File: src/rtl/glitch_sequencer.sv
// Glitch sequencer: arms on a latched configuration and fires a delayed burst of
// fixed-width pulses on a synchronised trigger edge, with abort and auto-rearm.
module glitch_sequencer #(
    parameter int CNT_W       = 32,
    parameter int REP_W       = 16,
    parameter int SYNC_STAGES = 2,
    parameter bit ACTIVE_HIGH = 1'b1
) (
    input  logic             CLK,
    input  logic             RST_N,
    input  logic             ARM,
    input  logic             ABORT,
    input  logic             TRIG_IN,
    input  logic             AUTO_REARM,
    input  logic [CNT_W-1:0] CFG_DELAY,
    input  logic [CNT_W-1:0] CFG_WIDTH,
    input  logic [CNT_W-1:0] CFG_GAP,
    input  logic [REP_W-1:0] CFG_COUNT,
    output logic             GLITCH_OUT,
    output logic             STATE_ARMED,
    output logic             BUSY,
    output logic             DONE
);

    localparam logic [2:0] S_IDLE  = 3'd0;
    localparam logic [2:0] S_ARMED = 3'd1;
    localparam logic [2:0] S_DELAY = 3'd2;
    localparam logic [2:0] S_PULSE = 3'd3;
    localparam logic [2:0] S_GAP   = 3'd4;

    localparam logic             IDLE_LEVEL = !ACTIVE_HIGH;
    localparam logic             ON_LEVEL   = ACTIVE_HIGH;
    localparam logic [CNT_W-1:0] CNT_ONE    = 1;
    localparam logic [REP_W-1:0] REP_ONE    = 1;

    logic [1:0]             rst_pipe;
    logic                   rst_int_n;
    logic [SYNC_STAGES-1:0] trig_sync;
    logic [SYNC_STAGES:0]   trig_valid;
    logic                   trig_prev;
    logic                   trig_edge;

    logic [2:0]       state, state_next;
    logic [CNT_W-1:0] cnt, cnt_next;
    logic [REP_W-1:0] rem, rem_next;
    logic             done_q, done_next;
    logic             glitch_q;

    logic [CNT_W-1:0] delay_s, width_s, gap_s;
    logic [REP_W-1:0] count_s;
    logic             rearm_s;
    logic [CNT_W-1:0] width_m1, gap_m1;
    logic [REP_W-1:0] count_eff;

    // Reset asserts asynchronously but is released on a clock edge.
    always_ff @(posedge CLK or negedge RST_N) begin
        if (!RST_N) rst_pipe <= '0;
        else        rst_pipe <= {rst_pipe[0], 1'b1};
    end
    assign rst_int_n = rst_pipe[1];

    // trig_valid masks edges until trig_prev holds a genuinely sampled level,
    // so a trigger already high at reset release never looks like a rise.
    always_ff @(posedge CLK or negedge rst_int_n) begin
        if (!rst_int_n) begin
            trig_sync  <= '0;
            trig_prev  <= 1'b0;
            trig_valid <= '0;
        end else begin
            trig_sync  <= {trig_sync[SYNC_STAGES-2:0], TRIG_IN};
            trig_prev  <= trig_sync[SYNC_STAGES-1];
            trig_valid <= {trig_valid[SYNC_STAGES-1:0], 1'b1};
        end
    end
    assign trig_edge = trig_valid[SYNC_STAGES] & trig_sync[SYNC_STAGES-1] & ~trig_prev;

    assign width_m1  = (width_s == '0) ? '0 : width_s - CNT_ONE;
    assign gap_m1    = (gap_s == '0) ? '0 : gap_s - CNT_ONE;
    assign count_eff = (count_s == '0) ? REP_ONE : count_s;

    always_comb begin
        state_next = state;
        cnt_next   = cnt;
        rem_next   = rem;
        done_next  = 1'b0;
        if (ABORT) begin
            state_next = S_IDLE;
            cnt_next   = '0;
            rem_next   = '0;
        end else if (ARM) begin
            state_next = S_ARMED;
            cnt_next   = '0;
            rem_next   = (CFG_COUNT == '0) ? REP_ONE : CFG_COUNT;
        end else begin
            case (state)
                S_IDLE: ;
                S_ARMED: begin
                    if (trig_edge) begin
                        if (delay_s != '0) begin
                            state_next = S_DELAY;
                            cnt_next   = delay_s - CNT_ONE;
                        end else begin
                            state_next = S_PULSE;
                            cnt_next   = width_m1;
                        end
                    end
                end
                S_DELAY, S_GAP: begin
                    if (cnt == '0) begin
                        state_next = S_PULSE;
                        cnt_next   = width_m1;
                    end else begin
                        cnt_next = cnt - CNT_ONE;
                    end
                end
                S_PULSE: begin
                    if (cnt != '0) begin
                        cnt_next = cnt - CNT_ONE;
                    end else if (rem > REP_ONE) begin
                        rem_next   = rem - REP_ONE;
                        state_next = S_GAP;
                        cnt_next   = gap_m1;
                    end else begin
                        done_next = 1'b1;
                        cnt_next  = '0;
                        if (rearm_s) begin
                            state_next = S_ARMED;
                            rem_next   = count_eff;
                        end else begin
                            state_next = S_IDLE;
                            rem_next   = '0;
                        end
                    end
                end
                default: state_next = S_IDLE;
            endcase
        end
    end

    // The output level is decided from the next state so it lines up with PULSE.
    always_ff @(posedge CLK or negedge rst_int_n) begin
        if (!rst_int_n) begin
            state    <= S_IDLE;
            cnt      <= '0;
            rem      <= '0;
            done_q   <= 1'b0;
            glitch_q <= IDLE_LEVEL;
            delay_s  <= '0;
            width_s  <= '0;
            gap_s    <= '0;
            count_s  <= '0;
            rearm_s  <= 1'b0;
        end else begin
            state    <= state_next;
            cnt      <= cnt_next;
            rem      <= rem_next;
            done_q   <= done_next;
            glitch_q <= (state_next == S_PULSE) ? ON_LEVEL : IDLE_LEVEL;
            if (ARM && !ABORT) begin
                delay_s <= CFG_DELAY;
                width_s <= CFG_WIDTH;
                gap_s   <= CFG_GAP;
                count_s <= CFG_COUNT;
                rearm_s <= AUTO_REARM;
            end
        end
    end

    assign GLITCH_OUT  = glitch_q;
    assign DONE        = done_q;
    assign STATE_ARMED = (state == S_ARMED);
    assign BUSY        = (state == S_DELAY) || (state == S_PULSE) || (state == S_GAP);

endmodule

File: config.mk
export PLATFORM = sky130hd
export DESIGN_NAME = glitch_sequencer
export DESIGN_NICKNAME = d
export VERILOG_FILES = /design/src/rtl/glitch_sequencer.sv
export SDC_FILE = /design/constraint.sdc
export NUM_CORES = 1
export LEC_CHECK = 0
export ABC_AREA = 1
export ABC_CLOCK_PERIOD_IN_PS = 5900
export CAP_MARGIN = 20
export CELL_PAD_IN_SITES_DETAIL_PLACEMENT = 1
export CELL_PAD_IN_SITES_GLOBAL_PLACEMENT = 2
export CORE_ASPECT_RATIO = 1.25
export CORE_MARGIN = 2
export CORE_UTILIZATION = 32
export CTS_CLUSTER_SIZE = 20
export DETAILED_ROUTE_END_ITERATION = 10
export GPL_TIMING_DRIVEN = 0
export PLACE_DENSITY_LB_ADDON = 0.1
export SYNTH_ARGS = -nofsm -noshare
export SYNTH_HDL_FRONTEND = slang
export SYNTH_SLANG_ARGS = --single-unit
File: constraint.sdc
create_clock -name CLK -period 5.9 [get_ports CLK]
set_clock_uncertainty 0.2 [all_clocks]
set_input_delay 0.885 -clock CLK [delete_from_list [all_inputs] [get_ports CLK]]
set_output_delay 0.885 -clock CLK [all_outputs]
set_load 0.02 [all_outputs]
# Word-level counts from Yosys, hierarchy flattened
# Cells that the tools add are included.
# totals
register_bits,174
word_cells,80
# classes
add_sub_neg,5
order_cmp,1
n_eq_ne,7
mux,33
bitwise_logic,3
n_reduce_logical,17
# op_table
operator,count
$mux W32,9
$mux W16,8
$sub A32 B1 Y32 const B,4
$logic_not A32 Y1,3
$pmux W32 S3,1
$reduce_bool A32 Y1,2
$logic_not A16 Y1,2
$mux W3,6
$gt A16 B1 Y1 const B,1
$sub A16 B1 Y16 const B,1
$pmux W3 S4,1
$eq A3 B2 Y1 const B,3
$mux W1,8
$reduce_bool A5 Y1,1
$ne A4 B3 Y1 const B,1
$reduce_and A2 Y1,2
$eq A3 B1 Y1 const B,1
$eq A3 B3 Y1 const B,1
$logic_not A3 Y1,1
$ne A3 B3 Y1 const B,1
$reduce_bool A3 Y1,1
$and A1 B1 Y1,2
$logic_or A1 B1 Y1,2
$reduce_or A2 Y1,1
other kinds (3),3

# Depth between registers and ports, before layout
# logic_depth
ltp_word,8
ltp_mapped,15

# Worst setup path before layout
# Ideal clock, no wire load.
# synth_path
kind,register to output
start,register state[0]
end,output port BUSY
arrival_ps,1333
t_required_ps,4815
setup_slack_ps,3482
path_stages_with_launch,7
path_buffers,1
path_cell_list,dfrtp_1 -> inv_2 -> nand3_1 -> inv_2 -> nor2_4 -> inv_1 -> buf_1
# synth_via
elab_chain_cells,3
word_cells_on_any_way,5
classes_between,eq/ne: 3; reduce/logical: 2
# synth_lines
item,line,rtl
start: declaration,43,"logic [2:0] state, state_next;"
start signal: assignment,154,state <= state_next;
$eq A3 B2 Y1,172,assign BUSY = (state == S_DELAY) || (state == S_PULSE) || (state == S_GAP);
$logic_or A1 B1 Y1,172,
$logic_or A1 B1 Y1 (*),172,
end: declaration,21,"output logic BUSY,"
# Every way passes the cells marked *; elsewhere a longest branch is shown, timed or not.

# Worst setup path in the final report
# Same ends and word-level chain as after synthesis.

==> results.json <==
{
  "status": "complete, no violations",
  "fin_nets": 2235,
  "hold_path_end": "trig_valid[2]",
  "path_cells": "inv_2 -> nand3_1 -> inv_2 -> nor2_4 -> inv_1 -> buf_1 -> clkdlybuf4s50_1",
  "drc": 0,
  "maxSlewHeadroom_pct": 38.1,
  "postSynth.asyncResetShare_pct": 100,
  "yosysSeqAreaShare_pct": 34.9,
  "grt-ovfl-total": 0,
  "cp_max_fo": 10,
  "finalNonFillerCells": 2614,
  "grt.busiest_layer": "met2",
  "rrSetupSlack_ns": 2.92,
  "antenna_cells": 0,
  "fin_crit_sh_pct": 68.6,
  "boundaryPins": 122,
  "grt_pass1_wl_um": 81700,
  "final_max_slew_viol_count": 0,
  "antenna_found_initial": 1,
  "ctsResizeCount": 0,
  "synth_fa_ha_area_share_pct": 0.803,
  "cp-end-kind": "primary output",
  "first_global_vias": 14000,
  "synth_simple_gate_area_share_pct": 41.2,
  "area_growth_pct": 19.6,
  "fill_cells": 5073,
  "worstPathRequired_ns": 4.82,
  "port_buffers": 121,
  "die_area_um2": 40600,
  "power_mw": 3.70,
  "cts_buffers": 17,
  "clock_path_buffers": 2,
  "fmax_ghz": 0.247,
  "start_util_pct": 32.5,
  "drtIter0Drc": 682,
  "vdd_ir_drop_max_mv": 0.222,
  "die_h_um": 225,
  "place_inst": 2582,
  "grtUsageMet3_pct": 2.54,
  "die_w_um": 181,
  "syn-cell-area_um2": 12500,
  "htreeDepth": 4,
  "hold_violations": 0,
  "rsz0062_at_grt": "false",
  "fin_crit_ns": 4.05,
  "synthMuxAreaShare_pct": 0,
  "reg2reg_from": "delay_s[0]",
  "place.gp.congestion": 0.932,
  "clock_latency_ns": 0.47,
  "crit_type": "reg2out",
  "setup_viol": 0,
  "cts.sinks": 174,
  "synth-main-ff-cell": "dfrtp_1",
  "finalWirelength_um": 52800,
  "hold_path_class": "reg2reg",
  "start_kind": "register",
  "synth_warnings": 0,
  "ctsHoldBuffers": 0,
  "clk_pin_slew_ns": 0.07,
  "powerDensity_nw_per_um2": 248,
  "num_rows": 80,
  "core-area_um2": 38300,
  "grt.met2_usage_pct": 47.0,
  "yosysMostFrequentCell": "nand2_1",
  "yosysUniqueCellTypes": 45,
  "synthTopCellsByArea": "dfrtp_1 (35%), nand2_1 (20%), nor2_1 (9.6%)",
  "synth-seq-cells": 174,
  "grt_max_degree": 66,
  "avgSynthCellArea_um2": 6.34,
  "firstDrtPassIters": 4,
  "grt_usage_pct": 26.7,
  "met1_usage_pct": 32.7,
  "critPathSlowestCell": "clkdlybuf4s50_1",
  "dp_hpwl_um": 43400,
  "yosys.area_share.xor_xnor_pct": 4.85,
  "p_leak_nw": 6.93,
  "vias": 13200,
  "synth.top_cells.by_count": "nand2_1 (653), nor2_1 (320), inv_1 (201), dfrtp_1 (174), nand3_1 (155)",
  "ant_nets": 0,
  "vias_per_cell": 5.04,
  "critical_path.top_delay_family": "buffers and inverters",
  "r2r_cells": 13,
  "reg2reg_to": "cnt[20]",
  "worstPathArrival_ns": 2.96,
  "synth-edff-count": 0,
  "cp_num_buf_inv": 5,
  "yosysTopAreaCell": "dfrtp_1",
  "syn_inst": 1966,
  "ctsRootBufferMaster": "clkbuf_16",
  "final_layout_size_suffix_gt1_share_pct": 5.28,
  "hold_path.startpoint": "trig_valid[1]",
  "synth_top_family_by_area": "simple AND/OR/NAND/NOR gates",
  "worst_pin_slew_ns": 0.928,
  "wl_per_cell_um": 20.2,
  "cp_num_cells": 7,
  "holdWs_ns": 0.157,
  "final_util_pct": 38.9,
  "postCtsSetupBuffers": 0,
  "max_stage_delay_ns": 0.73,
  "path_common_cell": "inv_2",
  "maxCapViolCount": 0,
  "synth_top_area_share_pct": 34.9,
  "cts_tree": "built",
  "synth_compound_area_share_pct": 9.65,
  "hold_depth": 0
}
where the power goes:
group	internal (mW)	switching (mW)	total (mW)
clock	0.586	0.541	1.13
combinational	0.372	0.713	1.09
sequential	1.32	0.166	1.49
per-stage QoR:
stage / area, um^2 / setup TNS [ns] / setup WS, ns
final: 14900 / 0 / 1.85
after global routing: 14900 / 0 / 1.72
after CTS: 14900 / 0 / 1.80
after detailed placement: 14400 / 0 / 1.78
after global placement: 14300 / -376.06 / -2.21
after floorplan: 12500 / 0 / 0.493
worst register-to-register path, stage by stage (launching register included):
cell     delay (ns)
dfrtp_1        0.40
inv_1          0.21
ha_1           0.28
inv_1          0.06
nor2_1         0.10
nand2_1        0.06
nor2_1         0.09
nand3_1        0.24
inv_2          0.20
buf_2          0.25
nand4_1        0.25
a21oi_1        0.40
nand2_1        0.12
nand2_1        0.07
sequential cells by signal (all words and copies together), names as in the netlist:
| register | flops |
|---|---|
| rearm_s | 1 |
| delay_s | 32 |
| DONE | 1 |
| count_s | 16 |
| trig_valid | 3 |
| GLITCH_OUT | 1 |
| trig_sync | 2 |
| width_s | 32 |
| cnt | 32 |
| rst_pipe | 2 |
| state | 3 |
| trig_prev | 1 |
| rem | 16 |
| gap_s | 32 |
worst max-delay path by stage:
stage	start	endpoint	slack (ns)
floorplan	rst_pipe[1]	DONE	0.49
global placement	rst_pipe[1]	delay_s[11]	-2.21
detailed placement	ARM	count_s[0]	1.78
CTS	state[0]	BUSY	1.80
global route	state[0]	BUSY	1.72
finish	state[0]	BUSY	1.85
cells in the final DEF (no fill, tap or decap), drive strengths merged, types with 2 or more instances in the layout:
cell type,n
clkinv,9
nor2,348
buf,28
o21bai,5
a21oi,35
a31oi,16
ha,8
o211ai,7
clkdlybuf4s50,121
clkbuf,47
nand2,657
inv,215
xnor2,14
nand3,158
conb,2
or2,4
nand4,40
nor4,5
o22ai,4
dfrtp,174
xor2,55
o21ai,155
nor3,9
metal layers:
| layer | vias to the layer above | part of all wire [%] |
|---|---|---|
| met5 | - | 0 |
| met4 | 0 | 4.6 |
| met3 | 89 | 2.9 |
| met2 | 259 | 49 |
| met1 | 6346 | 43 |
| li1 | 6488 | - |
kinds of logic after synthesis:
group | Yosys count
other | 1
buffers and inverters | 266
AOI/OAI and AO/OA | 224
xor gates and xnor gates | 69
adders and majority gates | 8
DFF | 174
and+or+nand+nor | 1224
final cells by class:
cell class	instances	area, um^2	area share (%)
buffer	52	263	1.76
clock buffer	21	480	3.22
timing repair buffer	123	1270	8.49
multi-input combinational	1527	7050	47.3
inverter	214	805	5.39
tap	492	616	4.13
sequential	174	4360	29.2
clock inverter	11	80.1	0.537
Note: power is estimated with default switching activity, not from simulation.
